==> config.mk <==
export PLATFORM = sky130hd
export DESIGN_NAME = uart_tx_arb
export DESIGN_NICKNAME = d
export VERILOG_FILES = /design/src/rtl/uart_pkg.sv /design/src/rtl/rr_picker.sv /design/src/rtl/uart_tx_arb.sv
export SDC_FILE = /design/constraint.sdc
export NUM_CORES = 1
export LEC_CHECK = 0
export ABC_CLOCK_PERIOD_IN_PS = 5800
export BUFFER_PORTS_ARGS = -buffer_cell sky130_fd_sc_hd__buf_2
export CAP_MARGIN = 25
export CORE_MARGIN = 2
export CORE_UTILIZATION = 50
export DETAILED_ROUTE_END_ITERATION = 8
export PLACE_DENSITY = 0.74
export SKIP_CTS_REPAIR_TIMING = 1
export SLEW_MARGIN = 20
export SYNTH_ARGS = -nofsm -noshare
export SYNTH_HDL_FRONTEND = slang
export SYNTH_SLANG_ARGS = --single-unit
export TNS_END_PERCENT = 20
==> constraint.sdc <==
create_clock -name clk -period 5.8 [get_ports clk]
set_input_delay 1.16 -clock clk [delete_from_list [all_inputs] [get_ports clk]]
set_output_delay 1.16 -clock clk [all_outputs]
set_load 0.05 [all_outputs]
==> src/rtl/uart_pkg.sv <==
// Shared UART definitions: arbiter state encoding, byte width and default timeout.
package uart_pkg;

    localparam int unsigned UART_BYTE_W     = 8;
    localparam int unsigned DEFAULT_TIMEOUT = 200000;

    typedef enum logic [1:0] {
        IDLE = 2'd0,
        WAIT = 2'd1,
        ACK  = 2'd2
    } arb_state_e;

endpackage

==> src/rtl/rr_picker.sv <==
// Combinational round-robin pick: first set req bit searching upward from last+1, wrapping.
module rr_picker #(
    parameter int unsigned N  = 4,
    parameter int unsigned IW = (N > 1) ? $clog2(N) : 1
) (
    input  logic [N-1:0]  req,
    input  logic [IW-1:0] last,
    output logic [IW-1:0] winner,
    output logic          valid
);

    logic [IW-1:0] idx;

    // Walk the search order backwards so the nearest candidate to last+1 is assigned last.
    always_comb begin
        winner = '0;
        valid  = 1'b0;
        idx    = '0;
        for (int k = int'(N); k >= 1; k--) begin
            idx = IW'((int'(last) + k) % int'(N));
            if (req[idx]) begin
                winner = idx;
                valid  = 1'b1;
            end
        end
    end

endmodule

==> src/rtl/uart_tx_arb.sv <==
// Round-robin arbiter sharing one UART TX core among N_REQ byte producers,
// with packet lock and a done watchdog.
module uart_tx_arb
    import uart_pkg::*;
#(
    parameter int unsigned N_REQ   = 4,
    parameter int unsigned TIMEOUT = DEFAULT_TIMEOUT
) (
    input  logic                               clk,
    input  logic                               rst,
    input  logic [N_REQ-1:0]                   req,
    input  logic [N_REQ-1:0]                   req_lock,
    input  logic [UART_BYTE_W*N_REQ-1:0]       req_data,
    output logic [N_REQ-1:0]                   req_ack,
    output logic                               tx_start,
    output logic [UART_BYTE_W-1:0]             tx_data,
    input  logic                               tx_done,
    output logic [((N_REQ > 1) ? $clog2(N_REQ) : 1)-1:0] grant_id,
    output logic                               busy,
    output logic                               err
);

    localparam int unsigned IW = (N_REQ > 1) ? $clog2(N_REQ) : 1;
    localparam int unsigned CW = (TIMEOUT > 1) ? $clog2(TIMEOUT) : 1;

    arb_state_e             state, state_nx;
    logic [IW-1:0]          last, last_d;
    logic                   lock_hold, lock_hold_d;
    logic [CW-1:0]          cnt, cnt_d;

    logic [N_REQ-1:0]       req_ack_d;
    logic                   tx_start_d, busy_d, err_d;
    logic [UART_BYTE_W-1:0] tx_data_d;
    logic [IW-1:0]          grant_id_d;

    logic [IW-1:0]          pick_id, sel_id;
    logic                   pick_valid, sel_valid, lock_win;
    logic                   done_ok, timeout_hit;

    rr_picker #(.N(N_REQ), .IW(IW)) u_picker (
        .req    (req),
        .last   (last),
        .winner (pick_id),
        .valid  (pick_valid)
    );

    // A held lock overrides round robin only while its owner is still requesting.
    always_comb begin
        lock_win    = lock_hold && req[grant_id];
        sel_id      = lock_win ? grant_id : pick_id;
        sel_valid   = lock_win || pick_valid;
        done_ok     = tx_done && !tx_start;
        timeout_hit = (cnt == CW'(TIMEOUT - 1));
    end

    always_ff @(posedge clk or posedge rst) begin
        if (rst) begin
            state     <= IDLE;
            last      <= IW'(N_REQ - 1);
            lock_hold <= 1'b0;
            cnt       <= '0;
            req_ack   <= '0;
            tx_start  <= 1'b0;
            tx_data   <= '0;
            grant_id  <= '0;
            busy      <= 1'b0;
            err       <= 1'b0;
        end else begin
            state     <= state_nx;
            last      <= last_d;
            lock_hold <= lock_hold_d;
            cnt       <= cnt_d;
            req_ack   <= req_ack_d;
            tx_start  <= tx_start_d;
            tx_data   <= tx_data_d;
            grant_id  <= grant_id_d;
            busy      <= busy_d;
            err       <= err_d;
        end
    end

    always_comb begin
        state_nx = state;
        case (state)
            IDLE:    if (sel_valid) state_nx = WAIT;
            WAIT:    if (done_ok || timeout_hit) state_nx = ACK;
            ACK:     state_nx = IDLE;
            default: state_nx = IDLE;
        endcase
    end

    // Next values for every registered output and datapath register.
    always_comb begin
        req_ack_d   = '0;
        tx_start_d  = 1'b0;
        err_d       = 1'b0;
        busy_d      = (state_nx != IDLE);
        tx_data_d   = tx_data;
        grant_id_d  = grant_id;
        last_d      = last;
        lock_hold_d = lock_hold;
        cnt_d       = cnt;
        case (state)
            IDLE: begin
                if (lock_hold && !req[grant_id]) lock_hold_d = 1'b0;
                if (sel_valid) begin
                    grant_id_d = sel_id;
                    tx_data_d  = req_data[32'(sel_id) * UART_BYTE_W +: UART_BYTE_W];
                    tx_start_d = 1'b1;
                    cnt_d      = '0;
                end
            end
            WAIT: begin
                cnt_d = cnt + CW'(1);
                if (done_ok || timeout_hit) begin
                    req_ack_d[grant_id] = 1'b1;
                    err_d               = !done_ok;
                end
            end
            ACK: begin
                last_d      = grant_id;
                lock_hold_d = req_lock[grant_id];
            end
            default: ;
        endcase
    end

endmodule

==> reports/summary.txt, run 1 <==
CTS Sinks -> 40
initial antenna violation count -> 0
register bit total from synthesis -> 40
routed vias/inst -> 6.27
Die ar. -> 0.00619 mm2
cell area power density -> 456 mW/mm2
Port Buf Inserts -> 59
startpoint types -> input pin
synthesized area per cell -> 8.47 um2
final hold slack -> 488 ps
warnings from Yosys -> 0
routed len/inst -> 16.9 um
status -> finished, final reports clean
die span in y -> 78.7 um
worst path arrival time -> 3100 ps
Fill cells -> 498
antenna diode count -> 0
Slowest cell on crit path -> o22a_1
post-synthesis sequential area ratio -> 36.0%
Layout area overhead -> 13.3%
Pre-antenna DRT Iters -> 5
Max Buffers Root-to-Sink -> 2
worst-margin pin slew -> 808 ps
Clk pwr share -> 16.1%
Final Power -> 1440 uW
critical path capture point type -> flop
final worst-path cycle share -> 50.5%
Switching Power -> 705 uW
clk_lat worst skew -> 300 ps
Slew Limit Fails -> 0
Core ar. -> 0.00544 mm2
kind of critical path -> input pin to flop
share of the synthesized area in the top cell type -> 34.1%
Critical Path Max Stage Delay -> 520 ps
Worst VDD drop -> 0.240 mV
first-pass GRT wire length -> 12.1 mm
Required @ worst endpoint -> 5970 ps
RD Place Congestion -> 0.822
Seq pwr share -> 29.3%
top post-synthesis cells by area -> dfrtp_1 (34%), o221ai_1 (7.9%), nand2_1 (6.2%)
Starting DRT DRC Count -> 251
Syn Inst Count -> 329
fraction of power spent switching nets -> 49.0%
area leader, netlist -> dfrtp_1
Layout Nets -> 411
DRC -> 0
TritonCTS clock tree -> built
clock root cell -> clkbuf_8
RSZ-0062 raised after global routing -> false
Die X -> 78.7 um
Num CTS Buffers -> 5
synth unique cells -> 46
Hold Violations, Final -> 0
Comb pwr share -> 54.5%
Internal -> 733 uW
DR vias -> 2,760
DRT Wirelength -> 7.43 mm
Hold Crit Class -> flop to flop
layout cells sized above 1 -> 21.7%
Max Clk Rate -> 0.342 GHz
Cell Chain, Critical Path -> buf_2 -> mux2i_4 -> o22a_1 -> buf_8 -> a21oi_1 -> a311oi_1 -> o221ai_1
pin count of the biggest net entering global routing -> 42
GRT overflow -> 0
Layout Skew -> 8.93 ps
WP buf/inv -> 2
Initial Util -> 51.2%
Post-DP Area -> 0.00303 mm2
number of core rows -> 27
Slew HR -> 45.8%
final count of negative-setup-slack endpoints -> 0
Tmin final -> 2930 ps
register area -> 0.00100 mm2
# H-tree levels -> 2
area of the multi-input gates -> 0.00159 mm2
antenna-violating nets left -> 0
GRT Util Overall -> 24.3%
vias in the first global route -> 2,485
hpwl dp -> 4.89 mm
Syn Nets -> 373
Leakage -> 0.00136 uW
Design Area, Final -> 0.00316 mm2
max_cap viols -> 0
delay-heaviest family, CP -> compound AO/OA/AOI/OAI gates
most frequent cells in the layout -> buf_2 (59), nand2_1 (46), dfrtp_1 (38), o221ai_1 (25), nand2b_1 (21)
Fin Setup TNS -> 0 ps
Mapped Area -> 0.00279 mm2
worst-path fanout max -> 21
Ports -> 60
clock transition at the registers of the reported paths -> 90 ps
commonest non-fill, non-tap cell in the layout -> buf_2
## power groups by stage
stage	clock network, uW	registers, uW	logic (uW)
floorplan	0	549	505
global placement	0	427	759
detailed placement	0	426	773
CTS	237	421	775
global route	246	433	853
finish	232	422	784
## cells in the mapped netlist (all sizes together)
| cell | number |
|---|---|
| o211ai | 2 |
| mux2i | 5 |
| o31ai | 3 |
| dfstp | 2 |
| nor2 | 11 |
| mux4 | 1 |
| a21o | 4 |
| o22a | 1 |
| dfrtp | 38 |
| clkbuf | 15 |
| xnor2 | 2 |
| a311oi | 16 |
| nor2b | 2 |
| o211a | 1 |
| nor3 | 6 |
| nand2 | 46 |
| nand3 | 12 |
| and2 | 1 |
| o21ai | 24 |
| buf | 17 |
| and4 | 2 |
| a31oi | 2 |
| a211oi | 17 |
| a22o | 2 |
| mux2 | 4 |
| nand2b | 21 |
| or3 | 1 |
| nand4 | 3 |
| xor2 | 1 |
| a21oi | 20 |
| and3 | 5 |
| nor4b | 1 |
| inv | 8 |
| ha | 1 |
| nor3b | 2 |
| o221ai | 25 |
| o2bb2ai | 2 |
| nor4 | 2 |
| or3b | 1 |
## final cells by class
type                            count  area share [%]
Sequential cell                    40            31.8
Inverter                            8           0.951
Multi-Input combinational cell    249            50.3
Clock buffer                        5            2.18
Tap cell                           72            2.85
Clock inverter                      3            1.35
Timing Repair Buffer               63            10.5
## cells by family (layout without fill, tap and decap cells)
group,Yosys count,after routing,synth area share (%)
xor+xnor,3,3,0.943
compound gates,119,119,30.4
simple gates,116,116,20.6
mux,10,10,4.67
fa+ha+maj,1,1,0.449
flops,40,40,36.0
buf+inv,40,79,6.96
## registers in the layout (all words and copies together), names as in the netlist
signal     cells
err            1
grant_id       2
tx_data        8
last           2
lock_hold      1
cnt           18
state          2
tx_start       1
req_ack        4
busy           1
## through the flow
| stage | worst slack, ps | cells | utilization (%) |
|---|---|---|---|
| 2_1_floorplan | 3200 | 329 | - |
| 3_3_place_gp | 2420 | 431 | 55.7 |
| 3_5_place_dp | 2330 | 431 | 55.7 |
| 4_1_cts | 2680 | 439 | 57.8 |
| 5_1_grt | 2750 | 440 | 58.0 |
| 6_report | 2870 | 440 | 58.0 |
## path summary, 6_finish.rpt
| check | cells past startpoint | slack (ps) | startpoint | end |
|---|---|---|---|---|
| max reg2reg | 8 | 3160 | grant_id[0] | tx_data[0] |
| min | 2 | 490 | tx_data[5] | tx_data[5] |
| max | 7 | 2870 | req[2] | tx_data[0] |
| min reg2reg | 2 | 490 | tx_data[5] | tx_data[5] |
| max in group asynchronous | 3 | 4470 | rst | last[1] |
| min in group asynchronous | 3 | 970 | rst | tx_data[4] |
## routing by layer
| metal | up-vias | routed length, um | GRT usage [%] | part of all wire [%] |
|---|---|---|---|---|
| met1 | 1318 | 3290 | 34.3 | 44 |
| met2 | 107 | 3590 | 38.2 | 48 |
| met4 | 0 | 129 | 9.30 | 1.7 |
| met5 | - | 0 | 0 | 0 |
| li1 | 1324 | - | - | - |
| met3 | 11 | 421 | 2.99 | 5.7 |
## worst reg2reg max path: stages, from the launching register on
cell	delay, ps
dfrtp_1	410
buf_4	370
mux2i_1	230
buf_4	260
o22a_1	470
buf_8	230
a21oi_1	50
a311oi_1	320
o221ai_1	150
No activity file was read; power rests on OpenSTA's default activity.
==> run 2, diff against run 1 <==
--- a/config.mk
+++ b/config.mk
@@ -5,7 +5,7 @@
 export SDC_FILE = /design/constraint.sdc
 export NUM_CORES = 1
 export LEC_CHECK = 0
-export ABC_CLOCK_PERIOD_IN_PS = 5800
+export ABC_CLOCK_PERIOD_IN_PS = 3050
 export BUFFER_PORTS_ARGS = -buffer_cell sky130_fd_sc_hd__buf_2
 export CAP_MARGIN = 25
 export CORE_MARGIN = 2
==> constraint.sdc (replaced) <==
create_clock -name clk -period 3.05 [get_ports clk]
set_input_delay 0.61 -clock clk [delete_from_list [all_inputs] [get_ports clk]]
set_output_delay 0.61 -clock clk [all_outputs]
set_load 0.05 [all_outputs]
==> run 2 against run 1 <==
  * Cell area up 1.7%
  * First-iteration DRC count up 25%
  * Register-to-register slack worse by 2400 ps
  * Clock power up 89%
  * Clock skew about the same
  * Hold slack worse by 59 ps
  * Power up 95%
  * Wire length up 0.62%
  * Largest power group unchanged
==> reports/summary.txt, run 2 (same netlist as run 1, synthesis figures left out) <==
Layout Nets -> 419
most frequent cells in the layout -> buf_2 (59), nand2_1 (46), dfrtp_1 (38), o221ai_1 (25), nand2b_1 (21)
RSZ-0062 raised after global routing -> false
worst-margin pin slew -> 702 ps
commonest non-fill, non-tap cell in the layout -> buf_2
TritonCTS clock tree -> built
Fin Setup TNS -> 0 ps
Die ar. -> 0.00619 mm2
worst path arrival time -> 2480 ps
Tmin final -> 2320 ps
Layout Skew -> 9.06 ps
Pre-antenna DRT Iters -> 6
cell area power density -> 873 mW/mm2
Initial Util -> 51.2%
DRC -> 0
DRT Wirelength -> 7.48 mm
RD Place Congestion -> 0.822
Layout area overhead -> 15.2%
pin count of the biggest net entering global routing -> 41
kind of critical path -> flop to flop
max_cap viols -> 0
biggest regs -> cnt x18, tx_data x8, req_ack x4
Hold Violations, Final -> 0
final worst-path cycle share -> 76.0%
clk_lat worst skew -> 300 ps
Core ar. -> 0.00544 mm2
Die X -> 78.7 um
Starting DRT DRC Count -> 315
Leakage -> 0.00139 uW
Port Buf Inserts -> 59
Hold Crit Class -> input pin to asynchronous set/reset pin
CTS Sinks -> 40
GRT overflow -> 0
# H-tree levels -> 2
Required @ worst endpoint -> 3210 ps
Slew Limit Fails -> 0
largest reg by FF count -> cnt
initial antenna violation count -> 0
number of core rows -> 27
routed vias/inst -> 6.22
Design Area, Final -> 0.00321 mm2
vias in the first global route -> 2,648
Max Buffers Root-to-Sink -> 2
critical path capture point type -> flop
GRT Util Overall -> 25.5%
status -> finished, final reports clean
Final Power -> 2800 uW
Largest register FFs -> 18
antenna diode count -> 0
Max Clk Rate -> 0.431 GHz
worst-path fanout max -> 32
routed len/inst -> 16.7 um
Slew HR -> 53.2%
antenna-violating nets left -> 0
die span in y -> 78.7 um
Post-DP Area -> 0.00310 mm2
Num CTS Buffers -> 5
Worst VDD drop -> 0.477 mV
clock transition at the registers of the reported paths -> 80 ps
startpoint types -> flop
first-pass GRT wire length -> 12.7 mm
final count of negative-setup-slack endpoints -> 0
layout cells sized above 1 -> 23.4%
clock root cell -> clkbuf_8
DR vias -> 2,787
Ports -> 60
hpwl dp -> 4.97 mm
==> run 2: cell count changes in the layout (fill, tap and decap cells not counted), sizes merged <==
cell	previous run	this run
buf	63	71
==> run 2: power by group <==
group | total, uW | internal, uW | switching [uW]
Clock | 438 | 242 | 196
Combinational | 1530 | 516 | 1020
Sequential | 829 | 674 | 155
Total | 2800 | 1430 | 1370
==> run 2: metal layers <==
metal,global-route usage [%],wire (um)
met5,0,0
met4,9.65,157
met3,4.71,385
met2,39.6,3560
met1,35.3,3370
==> run 2: final cells by class <==
cell class / count / area (um2)
Clock buffer: 5 / 68.8
Clock inverter: 3 / 42.5
Fill cell: 512 / 2230
Inverter: 8 / 30.0
Multi-Input combinational cell: 249 / 1590
Sequential cell: 40 / 1000
Tap cell: 72 / 90.1
Timing Repair Buffer: 71 / 385
==> run 2: path summary, 6_finish.rpt <==
path	startpoint	to	slack, ps	depth (start not counted)
worst max register to register	grant_id[0]	tx_data[5]	730	7
min in group clk	cnt[17]	cnt[17]	500	1
max in group asynchronous	rst	cnt[13]	2260	3
worst min register to register	cnt[17]	cnt[17]	500	1
worst min-delay path	rst	req_ack[0]	430	3
worst max-delay path	grant_id[0]	tx_data[5]	730	7
==> run 2: stage by stage <==
stage	instances	worst slack (ps)	util, %	hold WS (ps)
3_3_place_gp	440	749	57.0	471
3_5_place_dp	440	638	57.0	482
6_report	448	732	59.0	429
2_1_floorplan	329	880	-	452
5_1_grt	448	607	59.0	472
4_1_cts	448	718	59.0	447
==> run 2: worst max-delay path, stage by stage, from the launching register on <==
cell      delay (ps)
dfrtp_1          620
mux2i_1          290
buf_4            220
o22a_1           150
buf_4            300
a21oi_1           70
a311oi_1         340
o221ai_1         160
==> run 3, diff against run 2 <==
--- a/config.mk
+++ b/config.mk
@@ -5,13 +5,14 @@
 export SDC_FILE = /design/constraint.sdc
 export NUM_CORES = 1
 export LEC_CHECK = 0
-export ABC_CLOCK_PERIOD_IN_PS = 3050
+export ABC_AREA = 1
+export ABC_CLOCK_PERIOD_IN_PS = 2300
 export BUFFER_PORTS_ARGS = -buffer_cell sky130_fd_sc_hd__buf_2
 export CAP_MARGIN = 25
 export CORE_MARGIN = 2
 export CORE_UTILIZATION = 50
 export DETAILED_ROUTE_END_ITERATION = 8
-export PLACE_DENSITY = 0.74
+export PLACE_DENSITY = 0.75
 export SKIP_CTS_REPAIR_TIMING = 1
 export SLEW_MARGIN = 20
 export SYNTH_ARGS = -nofsm -noshare
==> constraint.sdc (replaced) <==
create_clock -name clk -period 2.3 [get_ports clk]
set_input_delay 0.46 -clock clk [delete_from_list [all_inputs] [get_ports clk]]
set_output_delay 0.46 -clock clk [all_outputs]
set_load 0.05 [all_outputs]
==> run 3 against run 2 <==
  * Hold slack lost 170 ps
  * Via count shrank 11%
  * Clock power grew 31%
  * Register-to-register slack lost 490 ps
  * Cell count grew 11%
  * Cell area shrank 7.0%
  * Wire length shrank 25%
  * Clock-buffer cell count is the same
  * Combinational power grew 71%
  * Global-route usage shrank 2.8 points
==> reports/summary.txt, run 3 <==
status -> finished, final reports clean
biggest regs -> cnt x18, tx_data x8, req_ack x4
RSZ-0062 raised after global routing -> true
critical path capture point type -> flop
Ports -> 60
Reg-to-Reg End -> cnt[14]
number of core rows -> 25
Worst Setup EP -> cnt[14]
post-synthesis sequential area ratio -> 40.1%
Layout area overhead -> 19.2%
synth unique cells -> 37
TritonCTS clock tree -> built
Hold Violations, Final -> 0
Fill cells -> 438
CTS Sinks -> 40
worst-margin pin slew -> 491 ps
clk_lat worst skew -> 300 ps
Die X -> 74.8 um
Primary FF master, synth -> dfrtp_1
startpoint types -> flop
register bit total from synthesis -> 40
Slew HR -> 67.2%
routed len/inst -> 11.3 um
synthesized area per cell -> 6.86 um2
Max Clk Rate -> 0.487 GHz
top-count cell post-synth -> nand2_1
antenna diode count -> 0
max_cap viols -> 0
area of the multi-input gates -> 0.00120 mm2
clock root cell -> clkbuf_8
Largest register FFs -> 18
hpwl dp -> 4.17 mm
Layout Skew -> 10.1 ps
layout cells sized above 1 -> 22.4%
worst-path fanout max -> 5
# H-tree levels -> 2
final worst-path cycle share -> 89.3%
vias in the first global route -> 2,387
Num CTS Buffers -> 5
worst path arrival time -> 2270 ps
area leader, netlist -> dfrtp_1
Pre-antenna DRT Iters -> 4
DR vias -> 2,493
kind of critical path -> flop to flop
GRT Util Overall -> 22.7%
Syn Nets -> 409
Core ar. -> 0.00479 mm2
r2r startpoint -> cnt[0]
Required @ worst endpoint -> 2520 ps
Tmin final -> 2050 ps
largest reg by FF count -> cnt
final count of negative-setup-slack endpoints -> 0
Hold Crit Class -> input pin to asynchronous set/reset pin
GRT overflow -> 0
Max Buffers Root-to-Sink -> 2
Worst VDD drop -> 1.18 mV
Leakage -> 0.00165 uW
reg-to-reg slack, setup -> 250 ps
first-pass GRT wire length -> 9.88 mm
die span in y -> 74.8 um
share of the synthesized area in the top cell type -> 38.0%
fin cells -> 496
Syn Inst Count -> 365
top post-synthesis cells by count -> nand2_1 (109), inv_1 (58), nand3_1 (50)
Initial Util -> 52.3%
number of synthesized flops with an enable pin -> 0
Mapped Area -> 0.00250 mm2
antenna-violating nets left -> 0
DRC -> 0
RD Place Congestion -> 0.877
most frequent cells in the layout -> nand2_1 (109), buf_2 (59), inv_1 (58), nand3_1 (50), dfrtp_1 (38)
Layout Nets -> 472
register area -> 0.00100 mm2
worst setup path start -> cnt[0]
clock transition at the registers of the reported paths -> 80 ps
commonest non-fill, non-tap cell in the layout -> nand2_1
Port Buf Inserts -> 59
Starting DRT DRC Count -> 129
DRT Wirelength -> 5.62 mm
ys async rst share -> 100%
Reg2Reg Depth -> 11
Cells after DPL -> 488
warnings from Yosys -> 0
Slew Limit Fails -> 0
routed vias/inst -> 5.03
pin count of the biggest net entering global routing -> 41
cell area power density -> 1440 mW/mm2
Final Power -> 4310 uW
top post-synthesis cells by area -> dfrtp_1 (38%), nand2_1 (16%), nand3_1 (10%)
Die ar. -> 0.00559 mm2
initial antenna violation count -> 0
[run 3: cell types whose count changed after synthesis, moves of 7 or more]
cell,before,now
a211oi_1,17,0
a21oi_1,20,11
a311oi_1,16,0
buf_2,11,3
clkbuf_1,15,1
inv_1,8,58
inv_2,0,7
nand2_1,46,109
nand2b_1,21,0
nand3_1,12,50
nor2_1,11,21
o221ai_1,25,0
[run 3: worst min path at each step]
stage | startpoint | endpoint | cells past startpoint
floorplan | cnt[8] | cnt[8] | 1
detailed placement | tx_data[6] | tx_data[6] | 2
global placement | tx_data[6] | tx_data[6] | 2
global route | rst | tx_data[4] | 3
finish | rst | tx_data[6] | 3
CTS | rst | cnt[7] | 3
[run 3: cell families after synthesis]
family          count (synthesis)  synth area share, %
flops                          40                 40.1
fa+ha+maj                       1                0.500
simple gates                  204                 36.9
compound gates                 45                 9.90
buf+inv                        74                 12.2
xor+xnor                        1                0.350
[run 3: area by class of cell]
type / count / area share [%]
inverter: 66 / 8.39
sequential: 40 / 33.6
tap: 67 / 2.81
timing repair buffer: 64 / 11.2
clock buffer: 5 / 2.31
clock inverter: 3 / 1.43
multi-input combinational: 251 / 40.3
[run 3: where the power goes]
group	leakage, uW	internal, uW	switching, uW	total (uW)
clock	0.0000541	321	252	573
sequential	0.000521	920	201	1120
combinational	0.00108	773	1840	2610
[run 3: stage by stage]
stage	hold slack (ps)	util (%)	area [um2]	setup TNS, ps	setup WS [ps]
final	261	62.4	2980	0	245
after global routing	339	62.4	2980	-0.737	-0.737
after CTS	281	62.2	2980	0	206
after detailed placement	460	59.8	2860	0	227
after global placement	466	59.8	2860	0	251
after floorplan	480	-	2500	0	271
[run 3: metal layers]
metal,wire length (um),part of all wire (%),up-vias,GRT usage [%]
li1,-,-,1277,-
met1,2640,47,1151,29.4
met2,2690,48,60,39.0
met3,259,4.6,5,5.22
met4,28,0.50,0,4.96
met5,0,0,-,0
[run 3: worst max-delay path, stage by stage (launching register included)]
cell     delay (ps)
dfrtp_1         420
ha_1            200
nand2_1          70
inv_1            70
nand3_1          80
nor2_1          160
nand2_1         130
nor3_2          220
nand3_1         190
nor3_1          240
a21oi_1          70
a21oi_1         120
